$ cat config.mk
export PLATFORM = sky130hd
export DESIGN_NAME = mult_div_unit
export DESIGN_NICKNAME = d
export VERILOG_FILES = /design/src/rtl/md_pkg.sv /design/src/rtl/md_div_core.sv /design/src/rtl/mult_div_unit.sv
export SDC_FILE = /design/constraint.sdc
export NUM_CORES = 1
export LEC_CHECK = 0
export ABC_AREA = 1
export CAP_MARGIN = 10
export CELL_PAD_IN_SITES_DETAIL_PLACEMENT = 1
export CELL_PAD_IN_SITES_GLOBAL_PLACEMENT = 2
export CORE_ASPECT_RATIO = 1.2
export CORE_MARGIN = 1
export CORE_UTILIZATION = 39
export DETAILED_ROUTE_END_ITERATION = 7
export DONT_BUFFER_PORTS = 1
export PLACE_DENSITY_LB_ADDON = 0.15
export SYNTH_ARGS = -nofsm -noshare
export SYNTH_HDL_FRONTEND = slang
export SYNTH_HIERARCHICAL = 1
export SYNTH_SLANG_ARGS = --single-unit
$ cat constraint.sdc
create_clock -name clock -period 5.4 [get_ports clock]
set_input_delay 1.08 -clock clock [delete_from_list [all_inputs] [get_ports clock]]
set_output_delay 1.08 -clock clock [all_outputs]
set_load 0.01 [all_outputs]
$ cat src/rtl/md_pkg.sv
// Shared encodings and default width for the multiply/divide unit.
package md_pkg;

  localparam int MD_WIDTH = 32;

  localparam logic MD_OP_MULT = 1'b0;
  localparam logic MD_OP_DIV  = 1'b1;

  typedef enum logic [1:0] {
    IDLE = 2'd0,
    RUN  = 2'd1,
    FIN  = 2'd2
  } mdState_t;

endpackage

$ cat src/rtl/md_div_core.sv
// Magnitude restoring divider: one quotient bit per step, WIDTH steps after load.
// Latency WIDTH steps; no backpressure, the owner sequences load/step.
module md_div_core
  import md_pkg::*;
#(
  parameter int WIDTH = MD_WIDTH
) (
  input  logic             clock,
  input  logic             reset,
  input  logic             load,
  input  logic             step,
  input  logic [WIDTH-1:0] dividend,
  input  logic [WIDTH-1:0] divisor,
  output logic [WIDTH-1:0] quo,
  output logic [WIDTH-1:0] rem
);

  logic [WIDTH-1:0] divisorReg;
  logic [WIDTH:0]   shifted;
  logic             borrow;

  // The partial remainder can reach 2*divisor-1, so the trial uses one extra bit.
  assign shifted = {rem, quo[WIDTH-1]};
  assign borrow  = shifted < {1'b0, divisorReg};

  always_ff @(posedge clock or negedge reset) begin
    if (!reset) begin
      quo        <= '0;
      rem        <= '0;
      divisorReg <= '0;
    end else if (load) begin
      quo        <= dividend;
      rem        <= '0;
      divisorReg <= divisor;
    end else if (step) begin
      if (borrow) begin
        rem <= shifted[WIDTH-1:0];
        quo <= {quo[WIDTH-2:0], 1'b0};
      end else begin
        rem <= WIDTH'(shifted - {1'b0, divisorReg});
        quo <= {quo[WIDTH-2:0], 1'b1};
      end
    end
  end

endmodule

$ cat src/rtl/mult_div_unit.sv
// Signed MULT (radix-2 Booth) / DIV (restoring) unit; done WIDTH+1 cycles after start, start ignored while busy.
// Optional MD_UNSIGNED_EN adds the uns port for MULTU/DIVU.
module mult_div_unit
  import md_pkg::*;
#(
  parameter int WIDTH = MD_WIDTH
) (
  input  logic             clock,
  input  logic             reset,
  input  logic             start,
  input  logic             op,
`ifdef MD_UNSIGNED_EN
  input  logic             uns,
`endif
  input  logic [WIDTH-1:0] a,
  input  logic [WIDTH-1:0] b,
  output logic [WIDTH-1:0] hi,
  output logic [WIDTH-1:0] lo,
  output logic             busy,
  output logic             done,
  output logic             div_zero
);

  localparam int CW = $clog2(WIDTH);

  logic unsIn;
`ifdef MD_UNSIGNED_EN
  assign unsIn = uns;
`else
  assign unsIn = 1'b0;
`endif

  mdState_t         state;
  logic [CW-1:0]    count;
  logic             opReg, unsReg, zeroFlag, negQ, negR;
  logic [WIDTH-1:0] aReg, bReg;
  logic [WIDTH:0]   pHi;
  logic [WIDTH-1:0] pLo;
  logic             q1;

  logic [WIDTH:0]   aExt, boothSum;
  logic [WIDTH-1:0] aMag, bMag, divQuo, divRem, prodHi;
  logic             accept;

  assign accept = (state == IDLE) && start && !done;
  assign aMag   = (!unsIn && a[WIDTH-1]) ? -a : a;
  assign bMag   = (!unsIn && b[WIDTH-1]) ? -b : b;

  // Upper half is one bit wider so that subtracting the most negative multiplicand cannot overflow.
  assign aExt = {(unsReg ? 1'b0 : aReg[WIDTH-1]), aReg};

  always_comb begin
    boothSum = pHi;
    case ({pLo[0], q1})
      2'b01:   boothSum = pHi + aExt;
      2'b10:   boothSum = pHi - aExt;
      default: boothSum = pHi;
    endcase
  end

  // Booth treats the multiplier as signed; an unsigned multiplier with its top bit set needs a<<WIDTH more.
  assign prodHi = pHi[WIDTH-1:0] + ((unsReg && bReg[WIDTH-1]) ? aReg : '0);

  md_div_core #(.WIDTH(WIDTH)) uDivCore (
    .clock    (clock),
    .reset    (reset),
    .load     (accept && (op == MD_OP_DIV)),
    .step     ((state == RUN) && (opReg == MD_OP_DIV)),
    .dividend (aMag),
    .divisor  (bMag),
    .quo      (divQuo),
    .rem      (divRem)
  );

  always_ff @(posedge clock or negedge reset) begin
    if (!reset) begin
      state    <= IDLE;
      count    <= '0;
      opReg    <= MD_OP_MULT;
      unsReg   <= 1'b0;
      zeroFlag <= 1'b0;
      negQ     <= 1'b0;
      negR     <= 1'b0;
      aReg     <= '0;
      bReg     <= '0;
      pHi      <= '0;
      pLo      <= '0;
      q1       <= 1'b0;
      hi       <= '0;
      lo       <= '0;
      busy     <= 1'b0;
      done     <= 1'b0;
      div_zero <= 1'b0;
    end else begin
      done     <= 1'b0;
      div_zero <= 1'b0;
      case (state)
        IDLE: begin
          if (accept) begin
            opReg    <= op;
            unsReg   <= unsIn;
            aReg     <= a;
            bReg     <= b;
            count    <= CW'(WIDTH - 1);
            negQ     <= !unsIn && (a[WIDTH-1] ^ b[WIDTH-1]);
            negR     <= !unsIn && a[WIDTH-1];
            pHi      <= '0;
            pLo      <= b;
            q1       <= 1'b0;
            zeroFlag <= (op == MD_OP_DIV) && (b == '0);
            busy     <= 1'b1;
            state    <= ((op == MD_OP_DIV) && (b == '0)) ? FIN : RUN;
          end
        end
        RUN: begin
          if (opReg == MD_OP_MULT) begin
            {pHi, pLo, q1} <= {boothSum[WIDTH], boothSum, pLo};
          end
          if (count == '0) begin
            state <= FIN;
          end else begin
            count <= count - 1'b1;
          end
        end
        FIN: begin
          done     <= 1'b1;
          div_zero <= zeroFlag;
          busy     <= 1'b0;
          state    <= IDLE;
          if (!zeroFlag) begin
            if (opReg == MD_OP_MULT) begin
              hi <= prodHi;
              lo <= pLo;
            end else begin
              hi <= negR ? -divRem : divRem;
              lo <= negQ ? -divQuo : divQuo;
            end
          end
        end
        default: state <= IDLE;
      endcase
    end
  end

endmodule

Word-level counts from Yosys, hierarchy flattened. Index checks and enable logic that the tools add are counted. Widths: inputs -> output; s select.

Logic and storage cells: 88. Register bits after elaboration: 272. Bits in read-only memories: 0. Memory bits (writable): 0. Memories: 0. Output and inout port bits: 67. Bits in latches: 0.

Add/sub/neg operators: 8. Shift operators: 0. Magnitude comparators: 1. $mul: 0. Bitwise logic cells: 2. Mux-type cells: 33. Div/mod/pow operators: 0. Equality and inequality tests: 8. Reductions and logical operators: 18.

Operators with widths (count): $mux 32 (13); $pmux 33 s2 (2); $neg 32->32 (4); $mux 33 (2); $pmux 32 s2 (1); $add 33x33->33 (1); $lt 33x32->1 (1); $sub 33x33->33 (1); $logic_not 32->1 (1); $sub 32x32->32 (1); $mux 5 (2); $pmux 5 s2 (1); $reduce_and 2->1 (4); $mux 1 (6); $mux 2 (3); $ne 2x2->1 const B (3); $reduce_and 3->1 (2); $reduce_bool 2->1 (3); $logic_and 1x1->1 (5); $logic_not 5->1 (1); $sub 5x1->5 const B (1); $eq 2x1->1 const B (2); $eq 2x2->1 const B (2); $pmux 1 s2 (2); other kinds (6) (6).

Logic depth before layout (Yosys ltp). Gate-level depths: netlist of run 1.

Word-level depth: 5. Mapped depth: 22.

By module. Netlist of run 1, hierarchy kept.

Modules (own cells, without submodules): mult_div_unit (times used 1, sequential area each 4354.2 um2, area each 14614.0 um2, cells each 2354); md_div_core (times used 1, sequential area each 2402.3 um2, area each 6751.5 um2, cells each 1014).

Worst setup path after synthesis of run 1. Ideal clock, no wire load.

Path type: flip-flop to flip-flop. From: register q1. To: register pHi[27]. Setup slack: 2.704 ns. Library setup time: 0.117 ns. Buffers on the path: 1. Arrival: 2.580 ns. Period minus slack after synthesis: 2.696 ns. Stages on the path, launching flop included: 20. Cells stage by stage: dfrtp_1 inv_1 ha_1 clkbuf_1 inv_1 nand2_1 nand2_1 nor2_2 o21ai_0 xor2_1 ha_1 nand2_1 nor2_1 inv_1 nor3_1 nand2_1 nand3_1 nand3_1 nand2_1 nand2_1.

Longest elaborated chain between the ends: 4. Elaborated cells between the ends (all ways): 5. Those cells by class: 2 x eq/ne; 3 x mux.

RTL lines: from (decl) (RTL line mult_div_unit.sv:39) `logic q1;`; from (signal assigned) (RTL line mult_div_unit.sv:117) `{pHi, pLo, q1} <= {boothSum[WIDTH], boothSum, pLo};`; $eq 2x2->1 or $eq 2x1->1 (tied branches) (RTL line mult_div_unit.sv:54) `case ({pLo[0], q1})`; $pmux 33 s2 (*) (RTL line mult_div_unit.sv:54); $mux 33 (*) (RTL line mult_div_unit.sv:116) `if (opReg == MD_OP_MULT) begin`; $pmux 33 s2 (*) (RTL line mult_div_unit.sv:97) `case (state)`; to (signal assigned) (RTL line mult_div_unit.sv:117); to (decl) (RTL line mult_div_unit.sv:37) `logic [WIDTH:0] pHi;`.

Mark *: on every way between the ends. The rest lies on a longest branch, timed or not. The select of a mux whose other input is x is not followed. A chain may end at the register's enable or synchronous reset.

Final worst setup path of run 1.
From: register q1. To: register pHi[25].

Same word-level chain as after synthesis.

==> results of run 1 <==
[final cells by class]
| type | count | share of cell area, % |
|---|---|---|
| Clock buffer | 54 | 4.66 |
| Clock inverter | 9 | 0.702 |
| Inverter | 548 | 8.89 |
| Multi-Input combinational cell | 2441 | 52.2 |
| Sequential cell | 270 | 29.2 |
| Tap cell | 712 | 3.85 |
| Timing Repair Buffer | 17 | 0.551 |
[worst max-delay path, delay by kind of cell (launching register included)]
family / cells / cell delay, ns
simple gates: 12 / 1.68
fa+ha+maj: 2 / 0.94
buf+inv: 2 / 0.56
flops: 1 / 0.36
xor+xnor: 1 / 0.21
compound gates: 1 / 0.15
[flip-flops by register name, indices dropped and copies added (netlist names)]
register             cells
count                    5
state                    2
pLo                     32
negQ                     1
uDivCore/rem            32
negR                     1
opReg                    1
busy                     1
uDivCore/quo            32
pHi                     32
div_zero                 1
lo                      32
q1                       1
zeroFlag                 1
hi                      32
done                     1
aReg                    31
uDivCore/divisorReg     32
[worst max-delay path by stage]
stage                     startpoint      end  cells past startpoint
after floorplan                   q1  pHi[27]                     19
after global placement            q1  pHi[27]                     18
after detailed placement          q1  pHi[25]                     18
after CTS                         q1  pHi[25]                     18
after global routing              q1  pHi[26]                     18
final                             q1  pHi[25]                     18
[through the flow]
stage | instances | utilization (%) | setup WS (ns) | hold WS (ns)
final | 4051 | 43.0 | 1.39 | 0.235
after global routing | 4051 | 43.0 | 1.06 | 0.220
after CTS | 4051 | 43.0 | 1.39 | 0.206
after detailed placement | 3988 | 40.7 | 1.43 | 0.479
after global placement | 3988 | 40.7 | 1.51 | 0.465
after floorplan | 3368 | - | 2.70 | 0.451
[power groups by stage]
stage / clock [µW] / combinational, µW / sequential (µW)
after floorplan: 0 / 7860 / 3580
after global placement: 0 / 10700 / 4040
after detailed placement: 0 / 11000 / 4060
after CTS: 2610 / 11100 / 4050
after global routing: 2670 / 12400 / 4170
final: 2560 / 11100 / 4060
[kinds of logic (layout without fill, tap and decap cells)]
| logic type | Yosys count | in the layout | share of synthesized area [%] |
|---|---|---|---|
| simple gates | 1779 | 1779 | 34.6 |
| buf+inv | 657 | 628 | 11.9 |
| compound gates | 465 | 465 | 12.5 |
| flops | 270 | 270 | 31.6 |
| xor+xnor | 122 | 122 | 5.00 |
| fa+ha+maj | 74 | 74 | 4.40 |
| mux | 1 | 1 | 0.0527 |
[synthesized netlist by cell type, drive strengths merged, types with 4 or more instances]
cell type	number
nand3	238
o221ai	26
ha	72
nand4	25
inv	545
o21ai	222
nand3b	15
nand2	1181
o22ai	4
dfrtp	270
xnor2	27
a31oi	6
nor2	259
o211ai	49
o21bai	6
clkbuf	61
nor4	5
a22oi	6
a21oi	138
nor3	44
and2	6
buf	48
xor2	95
[routing by layer]
layer	vias to the layer above	GRT usage, %	part of all wire, %
li1	10500	-	-
met1	10700	41.0	44
met2	412	53.8	48
met3	139	4.11	3.9
met4	0	13.5	4.5
met5	-	0	0
==> results.md, run 1 <==
* Clock latency on the worst-skew pair at around 0.56 ns
* Mapped Nets at between 3000 and 4000
* YS warnings at 6
* Post-CTS resize count at 0
* Post-Syn Area at 21400 µm²
* Post-synthesis cell type with the largest combined area: sky130_fd_sc_hd__dfrtp_1
* Power spent charging and discharging nets at approximately 9900 µW
* Post-route design area at ~23000 µm²
* Slew at the pin closest to its max-slew limit at a little under 1 ns
* Number of sinks on the clock net at 270
* Iter 0 DRT Violations at ~1400
* DR DRC count at 0
* Global route total overflow at 0
* Type of the tightest min-delay check: in -> async
* Area added between synthesis and finish at 8.42%
* PwrDens at around 760 nW/µm²
* Number of enable flip-flop cells after synthesis at 0
* Post-Route WL at 88900 µm
* Layout cells sized above 1 at between 4 and 5%
* Vias after detailed routing at between 20000 and 25000
* Outcome: finished clean
* Post-detailed-placement cell area at ~22000 µm²
* Core area at between 50000 and 60000 µm²
* Final setup viols at 0
* RR Startpoint: q1
* Area share of the largest cell type after synthesis at 31.6%
* Flop-to-flop setup slack at approximately 1.4 ns
* Initial DRT Pass Iterations at 5
* Number of fill cells at around 7200
* Full die area at approximately 56000 µm²
* Worst-path cell with the longest stage delay: sky130_fd_sc_hd__ha_1
* Total negative setup slack at 0 ns
* Syn Area/Cell at 6.34 µm²
* Count of mapped cells out of synthesis at approximately 3400
* Floorplan row count at 93
* Max-cap violations at 0
* Startpoint type of the worst setup path: register
* Vias per cell at 5.35
* Setup repair after global routing missed its margin: false
* Layout Nets at roughly 3500
* Quantity of hold-fixing buffers added after cts at 0
* Routability-driven placement congestion ratio at roughly 0.92
* Setup Fix Bufs, Post-CTS at 0
* Global-route usage over all layers at 31.9%
* Required @ worst endpoint at around 5.8 ns
* Antenna diode instance count at 0
* Final clock period utilization by the worst path at between 70% and 80%
* Clock Skews at 0.0245 ns
* Share of synthesized area occupied by flip-flops and latches at 31.6%
* Number of endpoints with negative hold slack in the final report at 0
* Switching share of total power at between 50% and 60%
* Number of CTS-inserted buffers at 35
* Final antenna-violating net count at 0
* Leakage at roughly 0.012 µW
* Stage delay of the slowest cell on the critical path at roughly 0.54 ns
* Unique masters post-synth at 50
* DR WL/cell at about 22 µm
* Pin count of the biggest net entering global routing at 271
* Seq pwr share at ~23%
* Sequential Area at 6760 µm²
* Worst endpoint data arrival time at about 4.5 ns
* CTS clock-pin slew for the worst setup and hold paths at approximately 0.06 ns
* Via count of the first global-routing pass at 22400
* Count of H-tree levels built during CTS at 2
* Relative slew margins at 35.7%
* Area of combinational cells with multiple inputs at ~12000 µm²
* Most common cell type on the critical path: sky130_fd_sc_hd__nand2_1
* Wire length of the first global-routing pass at ~140000 µm
* Leading post-synthesis cells by cell area: sky130_fd_sc_hd__dfrtp_1 32%, sky130_fd_sc_hd__nand2_1 20%, sky130_fd_sc_hd__inv_1 9.3%
* Number of register bits inferred by synthesis at 270
* Top achievable clock speed at ~0.25 GHz
* CTS tree: built
* Buffers from clock root to sink, at most at 3
* Count of input and output buffers at 0
* Width of the die at roughly 220 µm
* Pins Over Slew Limit at 0
* Proportion of power drawn by combinational gates at between 60% and 70%
* Endpoint type of the worst setup path: register
* Worst setup path class: reg -> reg
* Antenna violations before repair at 0
* Most frequent cells in the layout: 1163 x sky130_fd_sc_hd__nand2_1, 531 x sky130_fd_sc_hd__inv_1, 269 x sky130_fd_sc_hd__dfrtp_1
* Die height at around 260 µm
* Post-detail-place hpwl at between 60000 and 70000 µm
* Commonest non-fill, non-tap cell in the layout: sky130_fd_sc_hd__nand2_1
* Post-layout minimum cycle time at roughly 4 ns
* Synth async-reset ratio at between 90% and 100%
* Clk Tree Root Cell: sky130_fd_sc_hd__clkbuf_16
* Depth of the worst register-to-register path at 18
* Initial core utilization at between 30% and 40%
* Clk pwr share at approximately 14%
* Int Pwr at just under 8000 µW
* Top FF cell, synth: sky130_fd_sc_hd__dfrtp_1
* Endpoint of the most critical register-to-register path: pHi[25]
* IR Drop Worst-Case VDD at about 0.31 mV
* Top-level port count at 135
* Overall power at between 15000 and 20000 µW
* Maximum net fanout on the critical path at 17
* Cell chain of the critical path: inv_1 -> ha_1 -> inv_1 -> nand2_1 -> nand2_1 -> nor2_2 -> o21ai_0 -> xor2_1 -> ha_1 -> nand2_1 -> nor2_1 -> nand2_1 -> nor2_1 -> nand2_1 -> nand3_1 -> nand3_1 -> nand2_1 -> nand2_1
Power figures use the tool's default switching activity.
==> inputs of run 2 (changes only) <==
CORE_UTILIZATION = 36   (was 39)
clock period = 4.1 ns   (was 5.4 ns; I/O delays follow)
==> results.md, run 2 (same netlist as run 1, synthesis figures left out) <==
* Number of CTS-inserted buffers at 35 (unchanged)
* Vias after detailed routing at 21700 (+0.069%)
* Final antenna-violating net count at 0 (unchanged)
* Clock Skews at 0.0230 ns (-0.00150 ns)
* Width of the die at 224 µm (+4.0%)
* Leakage at 0.0123 µW (+0.29%)
* Wire length of the first global-routing pass at 135000 µm (-0.35%)
* Startpoint type of the worst setup path: register
* Count of H-tree levels built during CTS at 2 (unchanged)
* CTS clock-pin slew for the worst setup and hold paths at 0.06 ns (about the same)
* Full die area at 60300 µm² (+8.3%)
* Most frequent cells in the layout: 1163 x sky130_fd_sc_hd__nand2_1, 531 x sky130_fd_sc_hd__inv_1, 269 x sky130_fd_sc_hd__dfrtp_1
* Total negative setup slack at 0 ns (unchanged)
* Max-cap violations at 0 (unchanged)
* Antenna violations before repair at 2 (+2)
* Top achievable clock speed at 0.271 GHz (+8.9%)
* Via count of the first global-routing pass at 22300 (-0.42%)
* Buffers from clock root to sink, at most at 3 (unchanged)
* Outcome: complete, but fails checks
* Count of input and output buffers at 0 (unchanged)
* Vias per cell at 5.24 (-2.0%)
* Global-route usage over all layers at 29.6% (-2.3 points)
* Slew at the pin closest to its max-slew limit at 0.914 ns (-0.0510 ns)
* Clk Tree Root Cell: sky130_fd_sc_hd__clkbuf_16
* Count of non-filler cells in the finished layout at 4137 (+2.1%)
* Iter 0 DRT Violations at 1183 (-15%)
* Final setup viols at 0 (unchanged)
* Initial DRT Pass Iterations at 5 (unchanged)
* Floorplan row count at 97 (+4.3%)
* Relative slew margins at 39.0% (+3.3 points)
* Layout cells sized above 1 at 4.73% (+0.20 points)
* Post-CTS resize count at 0 (unchanged)
* Area added between synthesis and finish at 9.26%
* Pins Over Slew Limit at 0 (unchanged)
* Number of endpoints with negative hold slack in the final report at 61 (+61)
* CTS tree: built
* Pin count of the biggest net entering global routing at 271 (unchanged)
* Endpoint type of the worst setup path: register
* Routability-driven placement congestion ratio at 0.928 (+0.85%)
* Post-layout minimum cycle time at 3.69 ns (-0.328 ns)
* Required @ worst endpoint at 4.56 ns (-1.28 ns)
* Post-layout worst setup margin at 0.415 ns (-0.972 ns)
* Number of sinks on the clock net at 270 (unchanged)
* Final clock period utilization by the worst path at 89.9% (+16 points)
* Count of placed standard cells including taps at 4074 (+2.2%)
* Violations in the final reports: hold timing
* Post-Route WL at 88900 µm (about the same)
* DR DRC count at 0 (unchanged)
* Post-detail-place hpwl at 70600 µm (+1.0%)
* Commonest non-fill, non-tap cell in the layout: sky130_fd_sc_hd__nand2_1
* Layout Nets at 3461 (+0.17%)
* Core area at 58500 µm² (+8.6%)
* DR WL/cell at 21.5 µm (-2.1%)
* IR Drop Worst-Case VDD at 0.339 mV (+10%)
* Setup repair after global routing missed its margin: false
* Worst endpoint data arrival time at 4.14 ns (-0.31 ns)
* Global route total overflow at 0 (unchanged)
* Clock latency on the worst-skew pair at 0.57 ns (about the same)
* Type of the tightest min-delay check: in -> async
* Maximum net fanout on the critical path at 5 (-12)
* Worst setup path class: reg -> reg
* PwrDens at 996 nW/µm² (+30%)
* Worst-case setup slack after placement at 0.437 ns (-0.990 ns)
* Initial core utilization at 36.5% (-3.1 points)
* Top-level port count at 135 (unchanged)
* Setup Fix Bufs, Post-CTS at 0 (unchanged)
* Worst hold margin at -0.0297 ns (-0.264 ns)
* Die height at 269 µm (+4.0%)
* Overall power at 23300 µW (+31%)
==> run 2: cell types whose count changed in the layout (fill, tap and decap cells not counted), moves of 3 or more <==
cell / before / now
sky130_fd_sc_hd__clkbuf_8: 11 / 5
sky130_fd_sc_hd__clkinv_2: 2 / 5
sky130_fd_sc_hd__clkbuf_1: 7 / 4
sky130_fd_sc_hd__buf_4: 17 / 21
==> run 2: critical path, stage by stage (launching register included) <==
cell and delay [ns]:
sky130_fd_sc_hd__dfrtp_1 0.38, sky130_fd_sc_hd__inv_1 0.12, sky130_fd_sc_hd__ha_1 0.18, sky130_fd_sc_hd__nand2_1 0.11, sky130_fd_sc_hd__nor2_2 0.22, sky130_fd_sc_hd__nand2_1 0.15
sky130_fd_sc_hd__o21ai_4 0.26, sky130_fd_sc_hd__o21ai_1 0.13, sky130_fd_sc_hd__xor2_1 0.19, sky130_fd_sc_hd__inv_1 0.09, sky130_fd_sc_hd__ha_1 0.48, sky130_fd_sc_hd__nand2_1 0.16
sky130_fd_sc_hd__nor2_1 0.23, sky130_fd_sc_hd__nand2_1 0.16, sky130_fd_sc_hd__nor2_1 0.13, sky130_fd_sc_hd__nand2_1 0.15, sky130_fd_sc_hd__nand3_1 0.12, sky130_fd_sc_hd__nand3_1 0.15
sky130_fd_sc_hd__nand2_1 0.12, sky130_fd_sc_hd__nand2_1 0.06
==> run 2: report_power, final <==
| group | leakage, µW | switching (µW) | total (µW) | internal [µW] |
|---|---|---|---|---|
| Clock | 0.000601 | 1340 | 3420 | 2080 |
| Combinational | 0.00835 | 10100 | 14500 | 4450 |
| Sequential | 0.00338 | 1460 | 5330 | 3870 |
| Total | 0.0123 | 12900 | 23300 | 10400 |
==> run 2: path summary, 6_finish.rpt <==
kind	startpoint	to	slack [ns]	depth (start not counted)
max	aReg[0]	pHi[26]	0.41	19
min reg2reg	count[4]	count[4]	0.48	2
max reg2reg	aReg[0]	pHi[26]	0.41	19
min	reset	uDivCore/divisorReg[2]	-0.03	0
max in group asynchronous	reset	hi[29]	3.69	0
min in group clock	a[26]	aReg[26]	0.38	2
==> run 2: per-stage QoR <==
step	area (µm²)	utilization, %
3_5_place_dp	22100	37.8
2_1_floorplan	21400	-
3_3_place_gp	22100	37.8
4_1_cts	23300	39.9
5_1_grt	23300	39.9
6_report	23300	39.9
==> run 2: layer usage <==
metal | share of wire, % | vias to the layer above | track usage, % | wire, µm
met5 | 0 | - | 0 | 0
met3 | 4.1 | 113 | 3.72 | 3610
li1 | - | 10500 | - | -
met2 | 49 | 407 | 51.4 | 43200
met1 | 44 | 10700 | 37.8 | 39100
met4 | 3.4 | 0 | 10.3 | 3010
==> run 2: final cells by class <==
cell class / instances / area [µm²]
flip-flops and latches: 270 / 6760
diodes: 2 / 5.00
clock inverters: 16 / 256
clock buffers: 45 / 985
multi-input cells: 2441 / 12100
repair buffers: 23 / 198
well taps: 792 / 991
inverters: 548 / 2060
fillers: 7760 / 35200
==> inputs of run 3 (changes only) <==
CELL_PAD_IN_SITES_DETAIL_PLACEMENT = unset   (was 1)
CELL_PAD_IN_SITES_GLOBAL_PLACEMENT = unset   (was 2)
CORE_UTILIZATION = 40   (was 36)
PLACE_DENSITY_LB_ADDON = unset   (was 0.15)
==> results.md, run 3 (same netlist as run 1, synthesis figures left out) <==
* Endpoint type of the worst setup path: register
* Layout cells sized above 1 at 4.61% (-0.12 points)
* Commonest non-fill, non-tap cell in the layout: sky130_fd_sc_hd__nand2_1
* Floorplan row count at 92 (-5.2%)
* Global-route usage over all layers at 28.5% (-1.1 points)
* Die height at 255 µm (-5.1%)
* Width of the die at 213 µm (-5.1%)
* IR Drop Worst-Case VDD at 0.535 mV (+58%)
* Final clock period utilization by the worst path at 81.4% (-8.4 points)
* Via count of the first global-routing pass at 20100 (-10%)
* Final setup viols at 0 (unchanged)
* Final antenna-violating net count at 0 (unchanged)
* Iter 0 DRT Violations at 1506 (+27%)
* Stage delay of the slowest cell on the critical path at 0.41 ns (-0.07 ns)
* Buffers from clock root to sink, at most at 3 (unchanged)
* Outcome: finished clean
* Count of H-tree levels built during CTS at 2 (unchanged)
* Initial core utilization at 40.6% (+4.1 points)
* Full die area at 54300 µm² (-9.9%)
* Leakage at 0.0123 µW (-0.15%)
* Clock Skews at 0.0146 ns (-0.00844 ns)
* Layout Nets at 3462 (+0.029%)
* Post-Route WL at 77300 µm (-13%)
* Vias after detailed routing at 20900 (-3.6%)
* Clock latency on the worst-skew pair at 0.56 ns (about the same)
* Kind of cell with the highest combined delay on the critical path: simple AND/OR/NAND/NOR gates
* Vias per cell at 5.17 (-1.4%)
* Clk Tree Root Cell: sky130_fd_sc_hd__clkbuf_16
* Maximum net fanout on the critical path at 17 (+12)
* Total negative setup slack at 0 ns (unchanged)
* Worst-path cell with the longest stage delay: sky130_fd_sc_hd__inv_1
* Global route total overflow at 0 (unchanged)
* WP buf/inv at 2 (unchanged)
* Number of sinks on the clock net at 270 (unchanged)
* Relative slew margins at 38.6% (-0.35 points)
* DR WL/cell at 19.1 µm (-11%)
* Count of non-filler cells in the finished layout at 4045 (-2.2%)
* Top achievable clock speed at 0.299 GHz (+10%)
* Core area at 52600 µm² (-10%)
* Count of input and output buffers at 0 (unchanged)
* Cell chain of the critical path: ha_1 -> inv_1 -> nand2_1 -> o21ai_0 -> xor2_1 -> inv_1 -> ha_1 -> nand2_1 -> nor2_1 -> nand2_1 -> nor2_1 -> nand2_1 -> nand3_1 -> nand3_1 -> nand2_1 -> nand2_1
* Required @ worst endpoint at 4.56 ns (about the same)
* Setup Fix Bufs, Post-CTS at 0 (unchanged)
* Wire length of the first global-routing pass at 117000 µm (-14%)
* Post-CTS resize count at 0 (unchanged)
* Most common cell type on the critical path: sky130_fd_sc_hd__nand2_1
* Slew at the pin closest to its max-slew limit at 0.911 ns (-0.00330 ns)
* Overall power at 22300 µW (-4.2%)
* PwrDens at 961 nW/µm² (-3.5%)
* DR DRC count at 0 (unchanged)
* Top-level port count at 135 (unchanged)
* Worst endpoint data arrival time at 3.79 ns (-0.35 ns)
* CTS tree: built
* Antenna diode instance count at 0 (-2)
* Startpoint type of the worst setup path: register
* Initial DRT Pass Iterations at 7 (+2)
* Most frequent cells in the layout: 1163 x sky130_fd_sc_hd__nand2_1, 531 x sky130_fd_sc_hd__inv_1, 269 x sky130_fd_sc_hd__dfrtp_1
* Setup repair after global routing missed its margin: false
* Number of CTS-inserted buffers at 34 (-2.9%)
* Antenna violations before repair at 1 (-1)
* Worst setup path class: reg -> reg
* Pins Over Slew Limit at 0 (unchanged)
* CTS clock-pin slew for the worst setup and hold paths at 0.06 ns (about the same)
* Routability-driven placement congestion ratio at 0.998 (+7.6%)
* Pin count of the biggest net entering global routing at 271 (unchanged)
* Number of endpoints with negative hold slack in the final report at 0 (-100%)
* Max-cap violations at 0 (unchanged)
* Type of the tightest min-delay check: in -> async
* Post-detail-place hpwl at 60300 µm (-15%)
* Count of placed standard cells including taps at 3985 (-2.2%)
* Worst hold margin at 0.130 ns (+0.160 ns)
* Post-layout minimum cycle time at 3.34 ns (-0.346 ns)
* Area added between synthesis and finish at 8.53%
-- run 3: cell types whose count changed in the layout (fill, tap and decap cells not counted), sizes merged --
| cell | previous run | this run |
|---|---|---|
| clkbuf | 45 | 42 |
| clkinv | 9 | 8 |
| clkinvlp | 3 | 2 |
| inv | 546 | 548 |
| buf | 23 | 25 |
| diode | 2 | 0 |
| bufinv | 6 | 4 |
-- run 3: power by group --
| part | switching (µW) | internal (µW) |
|---|---|---|
| clock network | 1260 | 1860 |
| registers | 1330 | 3870 |
| logic | 9550 | 4410 |
| total | 12100 | 10100 |
-- run 3: worst reg2reg max path, stage by stage, from the launching register on --
cell                      delay, ns
sky130_fd_sc_hd__dfrtp_1       0.40
sky130_fd_sc_hd__ha_1          0.26
sky130_fd_sc_hd__inv_1         0.41
sky130_fd_sc_hd__nand2_1       0.22
sky130_fd_sc_hd__o21ai_0       0.17
sky130_fd_sc_hd__xor2_1        0.18
sky130_fd_sc_hd__inv_1         0.06
sky130_fd_sc_hd__ha_1          0.41
sky130_fd_sc_hd__nand2_1       0.15
sky130_fd_sc_hd__nor2_1        0.26
sky130_fd_sc_hd__nand2_1       0.13
sky130_fd_sc_hd__nor2_1        0.12
sky130_fd_sc_hd__nand2_1       0.10
sky130_fd_sc_hd__nand3_1       0.11
sky130_fd_sc_hd__nand3_1       0.11
sky130_fd_sc_hd__nand2_1       0.10
sky130_fd_sc_hd__nand2_1       0.05
-- run 3: path summary, 6_finish.rpt --
kind	from	end	slack, ns	depth (start not counted)
hold reg to reg	count[4]	count[4]	0.49	2
min in group clock	a[7]	aReg[7]	0.38	2
setup reg to reg	pLo[0]	pHi[25]	0.76	16
max in group asynchronous	reset	uDivCore/divisorReg[12]	3.48	1
hold / removal	reset	pLo[5]	0.13	1
setup / recovery	pLo[0]	pHi[25]	0.76	16
-- run 3: cell type report --
cell class              count  area [µm²]
multi-input cells        2441       12100
clock buffers              42         922
flip-flops and latches    270        6760
inverters                 548        2060
clock inverters            14         200
fillers                  5652       29400
well taps                 705         882
repair buffers             25         280
-- run 3: per-layer routing --
metal | up-vias | GRT usage [%] | wire (µm)
met1 | 9709 | 34.0 | 31400
met5 | - | 0 | 18
met4 | 2 | 20.7 | 6300
met3 | 177 | 3.90 | 3500
met2 | 541 | 47.0 | 36100
li1 | 10500 | - | -
-- run 3: stage by stage --
stage | utilization (%) | area [µm²] | setup slack, ns
final | 44.1 | 23200 | 0.761
after global routing | 44.1 | 23200 | 0.424
after CTS | 43.9 | 23100 | 0.790
after detailed placement | 41.7 | 22000 | 0.796
after global placement | 41.7 | 22000 | 0.821
after floorplan | - | 21400 | 1.40
==> variant (settings of run 2) <==
`MD_WIDTH`: 32 -> 16.
--- a/src/rtl/md_pkg.sv
+++ b/src/rtl/md_pkg.sv
@@ -1,7 +1,7 @@
 // Shared encodings and default width for the multiply/divide unit.
 package md_pkg;
 
-  localparam int MD_WIDTH = 32;
+  localparam int MD_WIDTH = 16;
 
   localparam logic MD_OP_MULT = 1'b0;
   localparam logic MD_OP_DIV  = 1'b1;
Ports: changed (resized a, b, hi and lo); port bits go from 135 to 71. The function was not compared with the original's and may differ.
==> variant against run 2 <==
Sequential cell count down 129. Setup slack better by 740 ps. Largest power group unchanged. Power down 50%. Worst hold slack better by 120 ps. Fmax up 25%. Synthesized area down 52%. Cell area down 52%. Critical endpoint is now pHi[12]. Wire length down 63%.
==> variant: results <==
{
  "synth_warnings": 6,
  "slew_headroom_pct": 33.4,
  "async_flop_share_pct": 100,
  "grtUsageTotal_pct": 23.5,
  "dpl_cell_area_um2": 10600,
  "numCtsBuffers": 17,
  "post_cts_resized": 0,
  "clock_skew_ps": 9.75,
  "regToRegStartpoint": "q1",
  "place_congestion": 0.861,
  "port-buffer-count": 0,
  "grt_max_degree": 142,
  "antenna_found_initial": 0,
  "drive_gt1_share_pct": 5.69,
  "worstSkewPairLatency_ps": 430,
  "outcome": "completed",
  "firstDrtPassIters": 5,
  "p_leak_nw": 5.92,
  "ys_seq_area_share_pct": 34.1,
  "post-place-ws_ps": 1160,
  "worstRegToRegCells": 18,
  "drt-initial-drc-count": 486,
  "clockBufferDepth": 2,
  "r2r_end": "pHi[12]",
  "viasPerCell": 5.03,
  "yosys-top-cells-count": "488 x nand2_1, 242 x inv_1, 141 x dfrtp_1",
  "seqPwrFrac_pct": 24.5,
  "cp-startpoint": "q1",
  "final-instance-count-excl-fill": 1908,
  "synth_top_flop_cell": "dfrtp_1",
  "clkPwrFrac_pct": 14.1,
  "wl_per_cell_um": 17.2,
  "diodes": 0,
  "cts-root-buf": "clkbuf_16",
  "synth_nets": 1614,
  "ir_drop_mv": 0.382,
  "grt_pass1_wl_mm": 53.7,
  "hold_slack_ps": 87.8,
  "drv_cap": 0,
  "hp-class": "in -> async",
  "dpl.hpwl_mm": 25.3,
  "crit_arrival_ps": 3270,
  "clk_transition_reported_paths_ps": 60,
  "yosys-top-cells-area": "dfrtp_1 34%, nand2_1 18%, inv_1 8.8%, nand3_1 5.1%, o21ai_0 5.1%",
  "grt_pass1_vias": 9961,
  "synthDistinctLibCells": 51,
  "syn_avg_cell_area_um2": 6.74,
  "htreeDepth": 4,
  "power_density_nw_per_um2": 1030,
  "crit_path_max_fanout": 10,
  "switchingPower_mw": 6.13
}
-- variant: changes by cell type in the layout (fill, tap and decap cells not counted), moves of 18 or more --
cell / delta
nor2_1: -125
nand2_1: -675
nand3_1: -130
o21ai_1: -18
xor2_1: -57
a21oi_1: -77
dfrtp_1: -128
inv_1: -289
o211ai_1: -27
clkbuf_16: -19
nor3_1: -27
o21ai_0: -89
ha_1: -33
-- variant: layer usage --
layer,up-vias,GRT usage [%],routed length (um)
met2,104,39.7,16000
met3,18,4.16,1140
met1,4646,31.2,15300
li1,4822,-,-
met4,0,4.83,306
met5,-,0,0
-- variant: worst max-delay path, cell delays in order (launching register included) --
cell	delay (ps)
dfrtp_1	360
inv_1	70
ha_1	380
inv_2	170
nand2_1	190
nand2_1	110
nor2_1	170
xor2_1	220
ha_1	330
nand2_1	200
inv_1	70
nand2_1	60
nand2_1	50
a21oi_1	150
nand2_1	70
nand2_1	60
nand3_1	60
nand2_1	60
nand2_1	40
-- variant: layout make-up --
cell class / count / area, um^2
Clock inverter: 12 / 161
Multi-Input combinational cell: 1095 / 5620
Tap cell: 379 / 474
Fill cell: 3654 / 16900
Timing Repair Buffer: 8 / 60.1
Sequential cell: 141 / 3530
Clock buffer: 19 / 433
Inverter: 254 / 956
-- variant: cell families after synthesis --
logic type / count (synthesis) / synth area share [%]
and+or+nand+nor: 767 / 31.4
buffers and inverters: 301 / 11.7
AOI/OAI and AO/OA: 234 / 13.2
DFF: 141 / 34.1
xor gates and xnor gates: 52 / 4.40
adders and majority gates: 41 / 5.10
muxes: 1 / 0.109
-- variant: how the worst max path moves through the flow --
stage	end	slack, ps	depth (start not counted)
floorplan	pHi[12]	1740	18
global placement	pHi[15]	1200	20
detailed placement	pHi[15]	1160	20
CTS	pHi[15]	1140	20
global route	pHi[15]	790	20
finish	pHi[12]	1160	18
